**src/rtl/motor_phase_monitor_pkg.sv**
```systemverilog
// Shared definitions for the stepper coil phase monitor: the four legal
// one-hot coil patterns, the 2-bit phase index type, the lock FSM states
// and small decode helpers used by the top level.
package motor_pkg;

    localparam logic [3:0] PAT_IDLE = 4'b0000;
    localparam logic [3:0] PAT_PH0  = 4'b0001;
    localparam logic [3:0] PAT_PH1  = 4'b0010;
    localparam logic [3:0] PAT_PH2  = 4'b0100;
    localparam logic [3:0] PAT_PH3  = 4'b1000;

    typedef logic [1:0] phase_t;

    typedef enum logic {
        ST_UNLOCKED = 1'b0,
        ST_LOCKED   = 1'b1
    } state_e;

    // True only for the four single-coil drive patterns.
    function automatic logic pat_is_phase(input logic [3:0] pat);
        logic ok;
        case (pat)
            PAT_PH0, PAT_PH1, PAT_PH2, PAT_PH3: ok = 1'b1;
            default:                            ok = 1'b0;
        endcase
        return ok;
    endfunction

    // Phase index of a legal pattern; callers qualify with pat_is_phase.
    function automatic phase_t pat_to_phase(input logic [3:0] pat);
        phase_t ph;
        case (pat)
            PAT_PH1: ph = 2'd1;
            PAT_PH2: ph = 2'd2;
            PAT_PH3: ph = 2'd3;
            default: ph = 2'd0;
        endcase
        return ph;
    endfunction

endpackage

```
**src/rtl/motor_phase_monitor_phase_sync.sv**
```systemverilog
// Coil input conditioning: 2-flop synchronizer followed by a filter that
// accepts a pattern once two consecutive synchronized samples agree.
// new_o is a 1-cycle strobe whenever the accepted pattern changes.
module phase_sync (
    input  logic       clk_i,
    input  logic       rst_i,
    input  logic [3:0] coil_i,
    output logic [3:0] pattern_o,
    output logic       new_o
);

    logic [3:0] meta_q;
    logic [3:0] sync_q;
    logic [3:0] hist_q;
    logic [3:0] acc_q;

    // Synchronizer chain, one-sample history and the accepted pattern.
    always_ff @(posedge clk_i or posedge rst_i) begin
        if (rst_i) begin
            meta_q <= '0;
            sync_q <= '0;
            hist_q <= '0;
            acc_q  <= '0;
        end else begin
            meta_q <= coil_i;
            sync_q <= meta_q;
            hist_q <= sync_q;
            if (new_o) begin
                acc_q <= hist_q;
            end
        end
    end

    // The strobe is decoded from registers so the consumer can act on the
    // very next edge; acc_q catches up on that same edge, ending the strobe.
    assign new_o     = (sync_q == hist_q) && (hist_q != acc_q);
    assign pattern_o = hist_q;

endmodule

```
**src/rtl/motor_phase_monitor.sv**
```systemverilog
// Stepper motor phase monitor: tracks the observed coil drive sequence,
// counts forward/reverse steps into a signed wrapping position, and flags
// illegal patterns or skipped phases.
// Optional feature macro: STALL_DETECT_EN adds a stall counter and the
// stalled output; without it both are absent.
module motor_phase_monitor #(
    parameter int POS_W        = 16,
    parameter int STALL_CYCLES = 50000
) (
    input  logic                    clkin,
    input  logic                    reset,
    input  logic [3:0]              coil_in,
    input  logic                    clr_pos,
    input  logic                    err_clr,
    output logic signed [POS_W-1:0] position,
    output logic                    dir,
    output logic                    step_pulse,
    output logic                    phase_err
`ifdef STALL_DETECT_EN
    ,
    output logic                    stalled
`endif
);

    import motor_pkg::*;

    localparam logic [POS_W-1:0] POS_ONE = POS_W'(1);

    logic [3:0]       pat;
    logic             pat_new;

    state_e           state_q;
    phase_t           ref_q;
    logic [POS_W-1:0] pos_q;
    logic             dir_q;
    logic             pulse_q;
    logic             err_q;

    logic             pat_ok;
    logic             is_idle;
    logic             locked;
    phase_t           ph;
    logic             bad;
    logic             relock;
    logic             step_fwd;
    logic             step_rev;
    logic             skip;

    phase_sync u_phase_sync (
        .clk_i     (clkin),
        .rst_i     (reset),
        .coil_i    (coil_in),
        .pattern_o (pat),
        .new_o     (pat_new)
    );

    // Classify each newly accepted pattern against the reference phase.
    always_comb begin
        pat_ok   = pat_is_phase(pat);
        ph       = pat_to_phase(pat);
        is_idle  = (pat == PAT_IDLE);
        locked   = (state_q == ST_LOCKED);
        bad      = pat_new && !is_idle && !pat_ok;
        relock   = pat_new && pat_ok && !locked;
        step_fwd = pat_new && pat_ok && locked && (ph == phase_t'(ref_q + 2'd1));
        step_rev = pat_new && pat_ok && locked && (ph == phase_t'(ref_q - 2'd1));
        skip     = pat_new && pat_ok && locked && (ph == phase_t'(ref_q + 2'd2));
    end

    // Lock FSM with its registered position, direction, pulse and error outputs.
    always_ff @(posedge clkin or posedge reset) begin
        if (reset) begin
            state_q <= ST_UNLOCKED;
            ref_q   <= '0;
            pos_q   <= '0;
            dir_q   <= 1'b0;
            pulse_q <= 1'b0;
            err_q   <= 1'b0;
        end else begin
            pulse_q <= step_fwd | step_rev;

            case (state_q)
                ST_UNLOCKED: if (relock) state_q <= ST_LOCKED;
                ST_LOCKED:   if (bad)    state_q <= ST_UNLOCKED;
                default:     state_q <= ST_UNLOCKED;
            endcase

            if (relock || step_fwd || step_rev || skip) begin
                ref_q <= ph;
            end

            if (step_fwd) begin
                dir_q <= 1'b0;
            end else if (step_rev) begin
                dir_q <= 1'b1;
            end

            // Clear has priority over a coincident step; pulse/dir still update.
            if (clr_pos) begin
                pos_q <= '0;
            end else if (step_fwd) begin
                pos_q <= pos_q + POS_ONE;
            end else if (step_rev) begin
                pos_q <= pos_q - POS_ONE;
            end

            // A new error beats a coincident clear request.
            if (bad || skip) begin
                err_q <= 1'b1;
            end else if (err_clr) begin
                err_q <= 1'b0;
            end
        end
    end

    assign position   = pos_q;
    assign dir        = dir_q;
    assign step_pulse = pulse_q;
    assign phase_err  = err_q;

`ifdef STALL_DETECT_EN
    localparam int unsigned CNT_W = (STALL_CYCLES > 1) ? $clog2(STALL_CYCLES) : 1;
    localparam logic [CNT_W-1:0] CNT_LAST = CNT_W'(STALL_CYCLES - 1);

    logic [CNT_W-1:0] cnt_q;
    logic             stalled_q;

    // Idle-time counter while locked; restarts on any step or unlock.
    always_ff @(posedge clkin or posedge reset) begin
        if (reset) begin
            cnt_q     <= '0;
            stalled_q <= 1'b0;
        end else if (!locked || bad || step_fwd || step_rev) begin
            cnt_q     <= '0;
            stalled_q <= 1'b0;
        end else if (cnt_q == CNT_LAST) begin
            stalled_q <= 1'b1;
        end else begin
            cnt_q <= cnt_q + 1'b1;
        end
    end

    assign stalled = stalled_q;
`endif

endmodule
```
**config.mk**
```make
export PLATFORM = sky130hd
export DESIGN_NAME = motor_phase_monitor
export DESIGN_NICKNAME = d
export VERILOG_FILES = /design/src/rtl/motor_phase_monitor_pkg.sv /design/src/rtl/motor_phase_monitor_phase_sync.sv /design/src/rtl/motor_phase_monitor.sv
export SDC_FILE = /design/constraint.sdc
export NUM_CORES = 1
export LEC_CHECK = 0
export BUFFER_PORTS_ARGS = -buffer_cell sky130_fd_sc_hd__buf_4
export CELL_PAD_IN_SITES_DETAIL_PLACEMENT = 0
export CELL_PAD_IN_SITES_GLOBAL_PLACEMENT = 1
export CORE_ASPECT_RATIO = 0.8
export CORE_MARGIN = 2
export CORE_UTILIZATION = 45
export CTS_CLUSTER_SIZE = 16
export DETAILED_ROUTE_END_ITERATION = 10
export PLACE_DENSITY_LB_ADDON = 0.1
export SYNTH_ARGS = -nofsm -noshare
export SYNTH_HDL_FRONTEND = slang
export SYNTH_SLANG_ARGS = --single-unit
```
**constraint.sdc**
```tcl
create_clock -name clkin -period 4.42 [get_ports clkin]
set_input_delay 0.442 -clock clkin [delete_from_list [all_inputs] [get_ports clkin]]
set_output_delay 0.442 -clock clkin [all_outputs]
set_load 0.05 [all_outputs]
```
---- After elaboration in Yosys (flattened, before gate mapping) ----
Index checks and enable logic that the tools add are counted.
storage, ports and cells
  bits in registers ....................... 38
  input port bits ......................... 8
  output and inout port bits .............. 19
  word-level logic and storage cells ...... 59
cells by class
  $add $sub $neg .......................... 5
  eq/ne operators ......................... 9
  muxes and demuxes ....................... 12
  bitwise logic cells ..................... 2
  reductions and logical operators ........ 21
operators by type and width
  cell                     number
  $mux W16                 3
  $add A16 B1 Y16 const B  1
  $sub A16 B1 Y16 const B  1
  $logic_and A1 B1 Y1      9
  $mux W1                  7
  $eq A2 B2 Y1             3
  $pmux W2 S3              1
  $eq A4 B1 Y1 const B     1
  $eq A4 B2 Y1 const B     1
  $eq A4 B3 Y1 const B     1
  $eq A4 B4 Y1             1
  $eq A4 B4 Y1 const B     1
  $logic_not A4 Y1         1
  $logic_or A1 B1 Y1       4
  $ne A4 B4 Y1             1
  $reduce_bool A2 Y1       2
  $reduce_or A4 Y1         1
  $logic_not A1 Y1         3
  $reduce_bool A3 Y1       1
  $add A2 B1 Y2 const B    1
  $add A2 B2 Y2 const B    1
  $pmux W1 S2              1
  $sub A2 B1 Y2 const B    1
  $not A1 Y1               1
  $or A1 B1 Y1             1

---- Depth between registers and ports, before layout ----
Gate-level depths: netlist of run 1.
  word-level depth ........................ 9
  gate-level depth with buffers ........... 14
  depth with buffers taken out ............ 12

---- By module ----
From an unflattened synthesis of run 1, not the netlist that was laid out.
second synthesis, totals
  cells, all modules ...................... 252
  area, all modules ....................... 2471.1 µm²
modules (own cells, without submodules)
  module               instances  cells an instance  area an instance (µm²)  sequential area each (µm²)
  motor_phase_monitor  1          221                1930.6                  550.5
  phase_sync           1          31                 540.5                   400.4

---- Least setup slack after synthesis of run 1 ----
Ideal clock, no wire load.
  path type ............................... register to register
  start point ............................. register u_phase_sync.hist_q[2] (netlist: u_phase_sync.pattern_o[2])
  end point ............................... register pos_q[15] (netlist: position[15])
  library setup time ...................... 0.125 ns
  data arrival time ....................... 3.515 ns
  required time ........................... 4.295 ns
  setup slack ............................. 0.780 ns
  cell stages (with the launch flop) ...... 14
  path buffers ............................ 1
  period minus slack after synthesis ...... 3.640 ns
  path through ............................ dfrtp_1 buf_6 xor2_1 nor4_4 o211ai_2 nor3b_1 inv_1 ha_1 a211oi_1 nor2_1 o31a_1 o32ai_1 mux2i_1 mux2_2
between the ends
  longest elaborated chain between the ends .. 8
  elaborated cells on any way between the ends .. 19
  those cells by class .................... 8 x eq/ne; 4 x mux; 7 x reduce/logical
RTL lines
  item                                        RTL line                                                      RTL
  from (decl)                                 motor_phase_monitor_phase_sync.sv:14                          logic [3:0] hist_q;
  from (signal assigned)                      motor_phase_monitor_phase_sync.sv:27                          hist_q <= sync_q;
  $eq A4 B4 Y1, or another cell as far along  motor_phase_monitor_pkg.sv:22, motor_phase_monitor_pkg.sv:32
  $reduce_or A4 Y1                            motor_phase_monitor_pkg.sv:22                                 case (pat)
  $mux W1                                     motor_phase_monitor_pkg.sv:22
  $logic_and A1 B1 Y1 (2 in series)           motor_phase_monitor.sv:65, motor_phase_monitor.sv:66
  $logic_and A1 B1 Y1                         motor_phase_monitor.sv:65                                     step_fwd = pat_new && pat_ok && locked && (ph == phase_t'(ref_q + 2'd1));
  $mux W16                                    motor_phase_monitor.sv:101                                    end else if (step_fwd) begin
  $mux W16                                    motor_phase_monitor.sv:99                                     if (clr_pos) begin
  to (signal assigned)                        motor_phase_monitor.sv:102                                    pos_q <= pos_q + POS_ONE;
  to (signal assigned)                        motor_phase_monitor.sv:104                                    pos_q <= pos_q - POS_ONE;
  to (decl)                                   motor_phase_monitor.sv:34                                     logic [POS_W-1:0] pos_q;
Parallel ways exist; a longest one is shown, timed or not.
A chain may end at the register's enable or synchronous reset.

---- Final worst setup path of run 1 ----
  start point ............................. register u_phase_sync.hist_q[1] (netlist: u_phase_sync.pattern_o[1])
  end point ............................... register pos_q[15] (netlist: position[15])
Same word-level chain as after synthesis.

==> impl_metrics.json, run 1 <==
{
  "status": "complete, no violations",
  "seqCellArea_um2": 951,
  "power.leakage_nw": 1.29,
  "antenna_cells": 0,
  "worst_slew_pin_slew_ns": 0.751,
  "clk_latency_ns": 0.29,
  "drt_iter0_drc": 84,
  "area_growth_syn_to_layout_pct": 14.4,
  "routed-wl-met3_um": 244,
  "syn_avg_cell_area_um2": 9.51,
  "met2_length_um": 2090,
  "grt_pass1_vias": 1869,
  "antenna_found_initial": 0,
  "max_freq_mhz": 247,
  "ys_seq_elements": 38,
  "drive_gt1_share_pct": 16.5,
  "drc": 0,
  "wire_per_inst_um": 15.3,
  "cpPeakStageDelay_ns": 0.50,
  "yosys-top-cells-area": "dfrtp_1, ha_1, xnor2_1",
  "cap_violations": 0,
  "cp_slowest_cell": "dfrtp_1",
  "hp-class": "in2reg",
  "synth_most_common_cell": "dfrtp_1",
  "cts_resized": 0,
  "synthTopCellsByCount": "dfrtp_1, nand2_1, a21oi_1",
  "routed-via-count": 2002,
  "synth_top_cell_by_area": "dfrtp_1",
  "yosys_warnings": 0,
  "drt-vias-per-instance": 5.74,
  "multi_input_area_um2": 1390,
  "grt.overflow.total": 0,
  "syn-instance-count": 258,
  "worst-path-max-fanout": 14,
  "cts_hold_buf": 0,
  "min_period_ns": 4.06,
  "clk_root_buffer_cell": "clkbuf_8",
  "cp.arrival_ns": 4.24,
  "placed_area_um2": 2700,
  "yosysSeqAreaShare_pct": 38.8,
  "r2r_start": "u_phase_sync.pattern_o[1]",
  "initial_utilization_pct": 45.9,
  "core_area_um2": 5350,
  "grt_start_max_net_pins": 39,
  "cts.clk_slew.worst_paths_ns": 0.08,
  "slew_headroom_pct": 50.0,
  "worstPathRequired_ns": 4.61,
  "die-area_um2": 6060,
  "synth_top_area_share_pct": 38.8,
  "rsz0062_at_grt": "false",
  "cts_inserted_buffers": 5,
  "highest_layer": "met4",
  "netlist_area_um2": 2450,
  "dieWidth_um": 86.6,
  "synth_cell_types": 52,
  "num_rows": 24,
  "synth.net_count": 283,
  "synth_ff_type": "dfrtp_1",
  "vdd_drop_max_mv": 0.160,
  "power.density_nw_per_um2": 283,
  "critPathLaunch": "u_phase_sync.pattern_o[1]",
  "drt_pass1_iterations": 4,
  "track_usage_pct": 18.8,
  "final_antenna_net_count": 0,
  "die_height_um": 70.0,
  "wl_met1_um": 2930,
  "hpwl_um": 3710,
  "cts.sinks": 38,
  "worstSetupPathType": "reg2reg",
  "total_power_mw": 0.794,
  "cp-end-kind": "flop",
  "postRouteWirelength_um": 5320,
  "path_cells": "xor2_1 > nor4_4 > o211ai_2 > nor3b_1 > inv_1 > ha_1 > a211oi_1 > nor2_1 > o31a_1 > o32ai_1 > mux2i_1 > mux2_2",
  "finalCritPeriodShare_pct": 91.8,
  "nFillCells": 506,
  "crit_path_start_kind": "flop",
  "clock_path_buffers": 2,
  "io_buffers": 26,
  "synth-edff-count": 0,
  "skew_ns": 0.00652,
  "async_flop_share_pct": 100,
  "drv_slew": 0,
  "setup_tns_ns": 0,
  "finalHoldViolCount": 0,
  "cts_tree": "built",
  "final_util_pct": 52.5,
  "min_from": "coil_in[1]",
  "htreeDepth": 2,
  "place.gp.congestion": 0.866,
  "pin_count": 27,
  "nNetsFinal": 308,
  "setup_violations": 0,
  "post_cts_buffers": 0,
  "stdcell_area_um2": 2810,
  "grt_pass1_wl_um": 9070
}
[registers in the layout, summed over array words and instances (netlist names)]
signal                  cells
dir                         1
locked                      1
phase_err                   1
position                   16
ref_q                       2
step_pulse                  1
u_phase_sync.acc_q          4
u_phase_sync.meta_q         4
u_phase_sync.pattern_o      4
u_phase_sync.sync_q         4
[cell families after synthesis]
family / Yosys count / synth area share [%]
buffers and inverters: 24 / 4.69
AOI/OAI and AO/OA: 79 / 22.3
adders and majority gates: 18 / 9.38
xor gates and xnor gates: 18 / 6.43
muxes: 6 / 2.65
and+or+nand+nor: 75 / 15.8
DFF: 38 / 38.8
[per-stage QoR]
| stage | std cells | setup slack, ns | hold WS, ns |
|---|---|---|---|
| 2_1_floorplan | 258 | 0.780 | 0.331 |
| 3_3_place_gp | 341 | 0.477 | 0.332 |
| 3_5_place_dp | 341 | 0.404 | 0.336 |
| 4_1_cts | 349 | 0.421 | 0.245 |
| 5_1_grt | 349 | 0.000388 | 0.241 |
| 6_report | 349 | 0.364 | 0.250 |
[layout by cell type (no fill, tap or decap), types with 3 or more instances in the layout]
cell,n
nand3b_1,6
xor2_1,6
nand2_1,27
a31oi_1,4
mux2_2,4
a21oi_1,20
nor2b_1,5
xnor2_1,12
inv_1,9
o41ai_1,3
o21ai_0,11
nand3_1,7
nor2_1,12
clkbuf_8,5
o32ai_1,3
nor3_1,5
o21a_1,4
dfrtp_1,38
a21o_1,6
buf_4,32
ha_1,16
a211oi_1,7
[area by class of cell]
class | instances | share of cell area [%]
Inverter | 10 | 1.34
Sequential cell | 38 | 33.9
Multi-Input combinational cell | 196 | 49.4
Tap cell | 65 | 2.90
Clock buffer | 5 | 2.45
Timing Repair Buffer | 32 | 8.56
Clock inverter | 3 | 1.43
[routing by layer]
layer  GRT usage [%]  up-vias
li1                -     1005
met1            30.1      938
met2            24.6       52
met3            4.37        7
met4            5.90        0
met5               0        -
[path summary, 6_finish.rpt]
check	slack [ns]	cells past startpoint	endpoint
max	0.36	12	position[15]
min	0.25	1	u_phase_sync.meta_q[1]
max reg2reg	0.36	12	position[15]
min reg2reg	0.35	0	u_phase_sync.sync_q[1]
max in group asynchronous	3.81	3	position[1]
min in group asynchronous	0.26	3	dir
[power breakdown]
group          leakage (nW)  internal [mW]  switching [mW]
combinational         0.740         0.0468          0.0527
clock                0.0579          0.166           0.131
sequential            0.494          0.374          0.0237
[worst max-delay path: cells and delay by family (launching register included)]
family | cells | cell delay [ns]
compound gates | 4 | 1.13
buf+inv | 1 | 0.31
mux | 2 | 0.59
flops | 1 | 0.50
xor+xnor | 1 | 0.23
fa+ha+maj | 1 | 0.45
simple gates | 3 | 0.73
Power figures use the tool's default switching activity.
==> inputs of run 2 (changes only) <==
--- a/config.mk
+++ b/config.mk
@@ -10,7 +10,7 @@
 export CELL_PAD_IN_SITES_GLOBAL_PLACEMENT = 1
 export CORE_ASPECT_RATIO = 0.8
 export CORE_MARGIN = 2
-export CORE_UTILIZATION = 45
+export CORE_UTILIZATION = 49
 export CTS_CLUSTER_SIZE = 16
 export DETAILED_ROUTE_END_ITERATION = 10
 export PLACE_DENSITY_LB_ADDON = 0.1
==> constraint.sdc (replaced) <==
create_clock -name clkin -period 5.3 [get_ports clkin]
set_input_delay 0.53 -clock clkin [delete_from_list [all_inputs] [get_ports clkin]]
set_output_delay 0.53 -clock clkin [all_outputs]
set_load 0.05 [all_outputs]
==> run 2 against run 1 <==
Against the previous run: sequential cell count is the same; via count shrank 1.5%; register-to-register slack gained 0.66 ns; critical path type unchanged; highest routed layer unchanged.
==> impl_metrics.json, run 2 (same netlist as run 1, synthesis figures left out) <==
{
  "min_from": "coil_in[2]",
  "cts.sinks": 38,
  "postRouteWirelength_um": 5150,
  "finalHoldViolCount": 0,
  "combPwrFrac_pct": 10.5,
  "r2r_slack_ns": 1.03,
  "critPathLaunch": "u_phase_sync.pattern_o[2]",
  "max_freq_mhz": 234,
  "largest_reg_flops": 16,
  "clock_path_buffers": 2,
  "cts_resized": 0,
  "clk_latency_ns": 0.29,
  "area_growth_syn_to_layout_pct": 13.9,
  "drc": 0,
  "wire_per_inst_um": 15.1,
  "io_buffers": 26,
  "cp_slowest_cell": "dfrtp_1",
  "status": "complete, no violations",
  "slew_headroom_pct": 49.7,
  "cts_inserted_buffers": 5,
  "intPower_mw": 0.537,
  "cp_top_family": "compound AO/OA/AOI/OAI gates",
  "cpPeakStageDelay_ns": 0.73,
  "worst_slew_pin_slew_ns": 0.755,
  "pwr-share-seq_pct": 47.5,
  "post_cts_buffers": 0,
  "die_height_um": 67.3,
  "antenna_cells": 0,
  "grt_start_max_net_pins": 39,
  "antenna_found_initial": 0,
  "crit_cells": 12,
  "num_rows": 23,
  "layout.cells.most_common": "dfrtp_1",
  "clk_root_buffer_cell": "clkbuf_8",
  "setup_violations": 0,
  "cts_tree": "built",
  "drt-vias-per-instance": 5.78,
  "power.share.clock_pct": 42.0,
  "skew_ns": 0.00642,
  "crit_path_start_kind": "flop",
  "p_sw_mw": 0.169,
  "drive_gt1_share_pct": 15.1,
  "grt_pass1_vias": 1712,
  "min_period_ns": 4.27,
  "switching_share_pct": 24.0,
  "worstSetupPathType": "reg2reg",
  "worst-path-max-fanout": 18,
  "grt_pass1_wl_um": 8550,
  "mostFrequentLayoutCells": "dfrtp_1, nand2_1, buf_4",
  "drt_iter0_drc": 114,
  "finalCritPeriodShare_pct": 80.6,
  "cp-end-kind": "flop",
  "drt_pass1_iterations": 4,
  "cp.arrival_ns": 4.45,
  "worstPathRequired_ns": 5.48,
  "hp-class": "in2reg",
  "nNetsFinal": 303,
  "grt.overflow.total": 0,
  "worst-path-buf-inv": 1,
  "final_util_pct": 56.8,
  "cap_violations": 0,
  "crit_path_end": "position[13]",
  "rsz0062_at_grt": "false",
  "die-area_um2": 5590,
  "htreeDepth": 2,
  "routed-via-count": 1971,
  "rr_worst_depth": 12,
  "power.leakage_nw": 1.28,
  "rr_endpoint": "position[13]",
  "dieWidth_um": 83.1,
  "hpwl_um": 3550,
  "r2r_start": "u_phase_sync.pattern_o[2]",
  "initial_utilization_pct": 49.9,
  "pin_count": 27,
  "power.density_nw_per_um2": 253,
  "setup_tns_ns": 0,
  "final_antenna_net_count": 0,
  "vdd_drop_max_mv": 0.148,
  "core_area_um2": 4920,
  "place.gp.congestion": 0.855,
  "path_cells": "xor2_1 > nor4_4 > o211ai_2 > nor3b_1 > inv_1 > ha_1 > a211oi_1 > nor2_1 > o31a_1 > o311ai_0 > a21oi_1 > o41ai_1",
  "track_usage_pct": 19.2,
  "cts.clk_slew.worst_paths_ns": 0.08,
  "cts_hold_buf": 0,
  "drv_slew": 0
}
## run 2: cell count changes in the layout (fill, tap and decap cells not counted)
cell,delta
buf_4,-5
clkinv_4,+1
bufinv_16,+1
clkinv_2,-2
## run 2: power groups by stage
stage	registers [mW]	clock network, mW	logic [mW]
final	0.335	0.297	0.0742
after global routing	0.339	0.315	0.0837
after CTS	0.335	0.305	0.0750
after detailed placement	0.341	0	0.0745
after global placement	0.340	0	0.0744
after floorplan	0.332	0	0.0643
## run 2: routing by layer
| layer | wire (µm) | global-route usage (%) |
|---|---|---|
| met1 | 2900 | 29.5 |
| met2 | 1960 | 25.9 |
| met3 | 235 | 5.01 |
| met4 | 55 | 5.94 |
| met5 | 0 | 0 |
## run 2: worst min path at each step
stage / end / slack [ns] / cells past startpoint
after CTS: u_phase_sync.meta_q[0] / 0.33 / 1
after detailed placement: u_phase_sync.sync_q[3] / 0.34 / 0
after global placement: u_phase_sync.sync_q[3] / 0.33 / 0
after global routing: u_phase_sync.meta_q[0] / 0.32 / 1
after floorplan: u_phase_sync.sync_q[0] / 0.33 / 0
final: u_phase_sync.meta_q[2] / 0.34 / 1
## run 2: cell type report
type,instances,area (µm²)
Clock buffer,5,68.8
Clock inverter,3,68.8
Tap cell,62,77.6
Fill cell,449,2130
Multi-Input combinational cell,196,1390
Sequential cell,38,951
Timing Repair Buffer,27,203
Inverter,10,37.5
## run 2: worst reg2reg max path, delay by kind of cell, from the launching register on
| family | cells | cell delay, ns |
|---|---|---|
| buffers and inverters | 1 | 0.34 |
| xor gates and xnor gates | 1 | 0.19 |
| DFF | 1 | 0.73 |
| and+or+nand+nor | 3 | 0.74 |
| AOI/OAI and AO/OA | 6 | 1.68 |
| adders and majority gates | 1 | 0.47 |
## run 2: metrics by stage
step | total power [mW] | instances | hold slack (ns) | instance area, µm² | worst slack [ns]
finish | 0.707 | 341 | 0.343 | 2790 | 1.03
global route | 0.738 | 341 | 0.321 | 2790 | 0.641
CTS | 0.715 | 341 | 0.331 | 2790 | 1.03
detailed placement | 0.415 | 333 | 0.336 | 2660 | 1.05
global placement | 0.414 | 333 | 0.332 | 2660 | 1.13
floorplan | 0.397 | 258 | 0.331 | 2450 | 1.66
==> inputs of run 3 (changes only) <==
--- a/config.mk
+++ b/config.mk
@@ -10,7 +10,7 @@
 export CELL_PAD_IN_SITES_GLOBAL_PLACEMENT = 1
 export CORE_ASPECT_RATIO = 0.8
 export CORE_MARGIN = 2
-export CORE_UTILIZATION = 49
+export CORE_UTILIZATION = 41
 export CTS_CLUSTER_SIZE = 16
 export DETAILED_ROUTE_END_ITERATION = 10
 export PLACE_DENSITY_LB_ADDON = 0.1
==> constraint.sdc (replaced) <==
create_clock -name clkin -period 3.8 [get_ports clkin]
set_input_delay 0.38 -clock clkin [delete_from_list [all_inputs] [get_ports clkin]]
set_output_delay 0.38 -clock clkin [all_outputs]
set_load 0.05 [all_outputs]
==> run 3 against run 2 <==
Against the previous run: via count grew 4.9%; register-to-register slack got worse by 0.81 ns; highest routed layer unchanged; sequential power rose by 37%; sequential cell count unchanged; cell count grew 11%; wire length grew 13%; utilization down 5.5 points.
==> impl_metrics.json, run 3 (same netlist as run 1, synthesis figures left out) <==
{
  "status": "complete, no violations",
  "core_area_um2": 5850,
  "antenna_found_initial": 0,
  "rsz0062_at_grt": "false",
  "cts.sinks": 38,
  "clk_root_buffer_cell": "clkbuf_8",
  "final_antenna_net_count": 0,
  "combPwrFrac_pct": 12.6,
  "worstSetupPathType": "reg2reg",
  "total_power_mw": 1.01,
  "cp.arrival_ns": 3.77,
  "largest_reg_flops": 16,
  "pwr-share-seq_pct": 45.5,
  "routed-via-count": 2067,
  "slew_headroom_pct": 61.5,
  "layout.cells.most_common": "buf_4",
  "worstPathRequired_ns": 3.98,
  "power.share.clock_pct": 41.9,
  "io_buffers": 26,
  "setup_violations": 0,
  "drt_pass1_iterations": 4,
  "drt-vias-per-instance": 5.48,
  "path_cells": "xor2_1 > nor4_4 > o211ai_2 > nor3b_2 > inv_1 > buf_4 > ha_1 > o21ai_0 > nor4_4 > o32ai_2 > mux2i_1 > mux2_2",
  "wire_per_inst_um": 15.4,
  "die_height_um": 73.2,
  "vdd_drop_max_mv": 0.215,
  "p_sw_mw": 0.249,
  "drv_slew": 0,
  "worst-path-buf-inv": 2,
  "grt_start_max_net_pins": 39,
  "place.gp.congestion": 0.818,
  "die-area_um2": 6620,
  "max_freq_mhz": 279,
  "grt_pass1_vias": 1859,
  "mostFrequentLayoutCells": "buf_4, dfrtp_1, nand2_1",
  "drc": 0,
  "hpwl_um": 4060,
  "htreeDepth": 2,
  "worst_slew_pin_slew_ns": 0.572,
  "nNetsFinal": 320,
  "cts.clk_slew.worst_paths_ns": 0.08,
  "pin_count": 27,
  "drt_iter0_drc": 94,
  "placed_area_um2": 2800,
  "cp_top_family": "compound AO/OA/AOI/OAI gates",
  "cp-end-kind": "flop",
  "stdcell_area_um2": 3000,
  "cts_hold_buf": 0,
  "min_period_ns": 3.59,
  "area_growth_syn_to_layout_pct": 22.2,
  "intPower_mw": 0.759,
  "initial_utilization_pct": 41.9,
  "hp-class": "in2reg",
  "postRouteWirelength_um": 5800,
  "crit_path_start_kind": "flop",
  "skew_ns": 0.00538,
  "switching_share_pct": 24.7,
  "cts_inserted_buffers": 5,
  "power.density_nw_per_um2": 336,
  "cap_violations": 0,
  "dieWidth_um": 90.5,
  "clock_path_buffers": 2,
  "finalCritPeriodShare_pct": 94.4,
  "grt_pass1_wl_um": 9560,
  "num_rows": 25,
  "crit_path_frequent_cell": "nor4_4",
  "power.leakage_nw": 1.37,
  "cp_slowest_cell": "o21ai_0",
  "finalHoldViolCount": 0,
  "grt.overflow.total": 0,
  "cts_tree": "built",
  "drive_gt1_share_pct": 22.0,
  "antenna_cells": 0,
  "clk_latency_ns": 0.29,
  "track_usage_pct": 18.1,
  "worst-path-max-fanout": 8,
  "cpPeakStageDelay_ns": 0.49
}
[run 3: cell count changes in the layout (fill, tap and decap cells not counted), sizes merged]
cell	change
buf	+17
[run 3: final timing paths]
| kind | start | to | slack [ns] | cells past startpoint |
|---|---|---|---|---|
| worst max-delay path | u_phase_sync.pattern_o[3] | position[15] | 0.21 | 12 |
| worst min-delay path | coil_in[1] | u_phase_sync.meta_q[1] | 0.20 | 1 |
| worst max register to register | u_phase_sync.pattern_o[3] | position[15] | 0.21 | 12 |
| worst min register to register | u_phase_sync.meta_q[3] | u_phase_sync.sync_q[3] | 0.35 | 0 |
| max in group asynchronous | reset | u_phase_sync.pattern_o[3] | 3.21 | 3 |
| min in group asynchronous | reset | position[7] | 0.22 | 3 |
[run 3: per-stage QoR]
step / utilization, % / hold slack (ns) / setup WS [ns] / std cells / TNS, ns
floorplan: - / 0.331 / 0.160 / 258 / 0
global placement: 47.8 / 0.334 / 0.0304 / 366 / 0
detailed placement: 47.8 / 0.337 / -0.0133 / 366 / -0.0212
CTS: 50.3 / 0.189 / 0.0476 / 374 / 0
global route: 51.3 / 0.183 / 0.00978 / 377 / 0
finish: 51.3 / 0.196 / 0.214 / 377 / 0
[run 3: layout make-up]
cell class                 count  area, µm²
fill                         577       2850
clock inverter                 3       68.8
timing repair buffer          44        343
sequential                    38        952
multi-input combinational    196       1430
inverter                      10       37.5
clock buffer                   5       68.8
tap                           81        101
[run 3: power by group through the flow]
stage	Sequential, mW	Combinational, mW	Clock [mW]
floorplan	0.463	0.0897	0
global placement	0.466	0.120	0
detailed placement	0.467	0.123	0
CTS	0.460	0.123	0.432
global route	0.465	0.142	0.446
finish	0.459	0.127	0.422
[run 3: per-layer routing]
| metal | vias to the layer above | share of wire, % | global-route usage (%) | routed length [µm] |
|---|---|---|---|---|
| met5 | - | 0 | 0 | 0 |
| met4 | 0 | 0.47 | 3.59 | 27 |
| met3 | 2 | 5.0 | 3.41 | 288 |
| met2 | 49 | 39 | 24.1 | 2290 |
| met1 | 996 | 55 | 29.7 | 3200 |
| li1 | 1020 | - | - | - |
[run 3: timing repair]
| action | in CTS | in global routing |
|---|---|---|
| gates resized for setup | 1 | 8 |
| endpoints found under the setup margin | 1 | 3 |
| hold endpoints to repair | 0 | 0 |
| pin swaps | 0 | 1 |
| setup buffers | 0 | 3 |
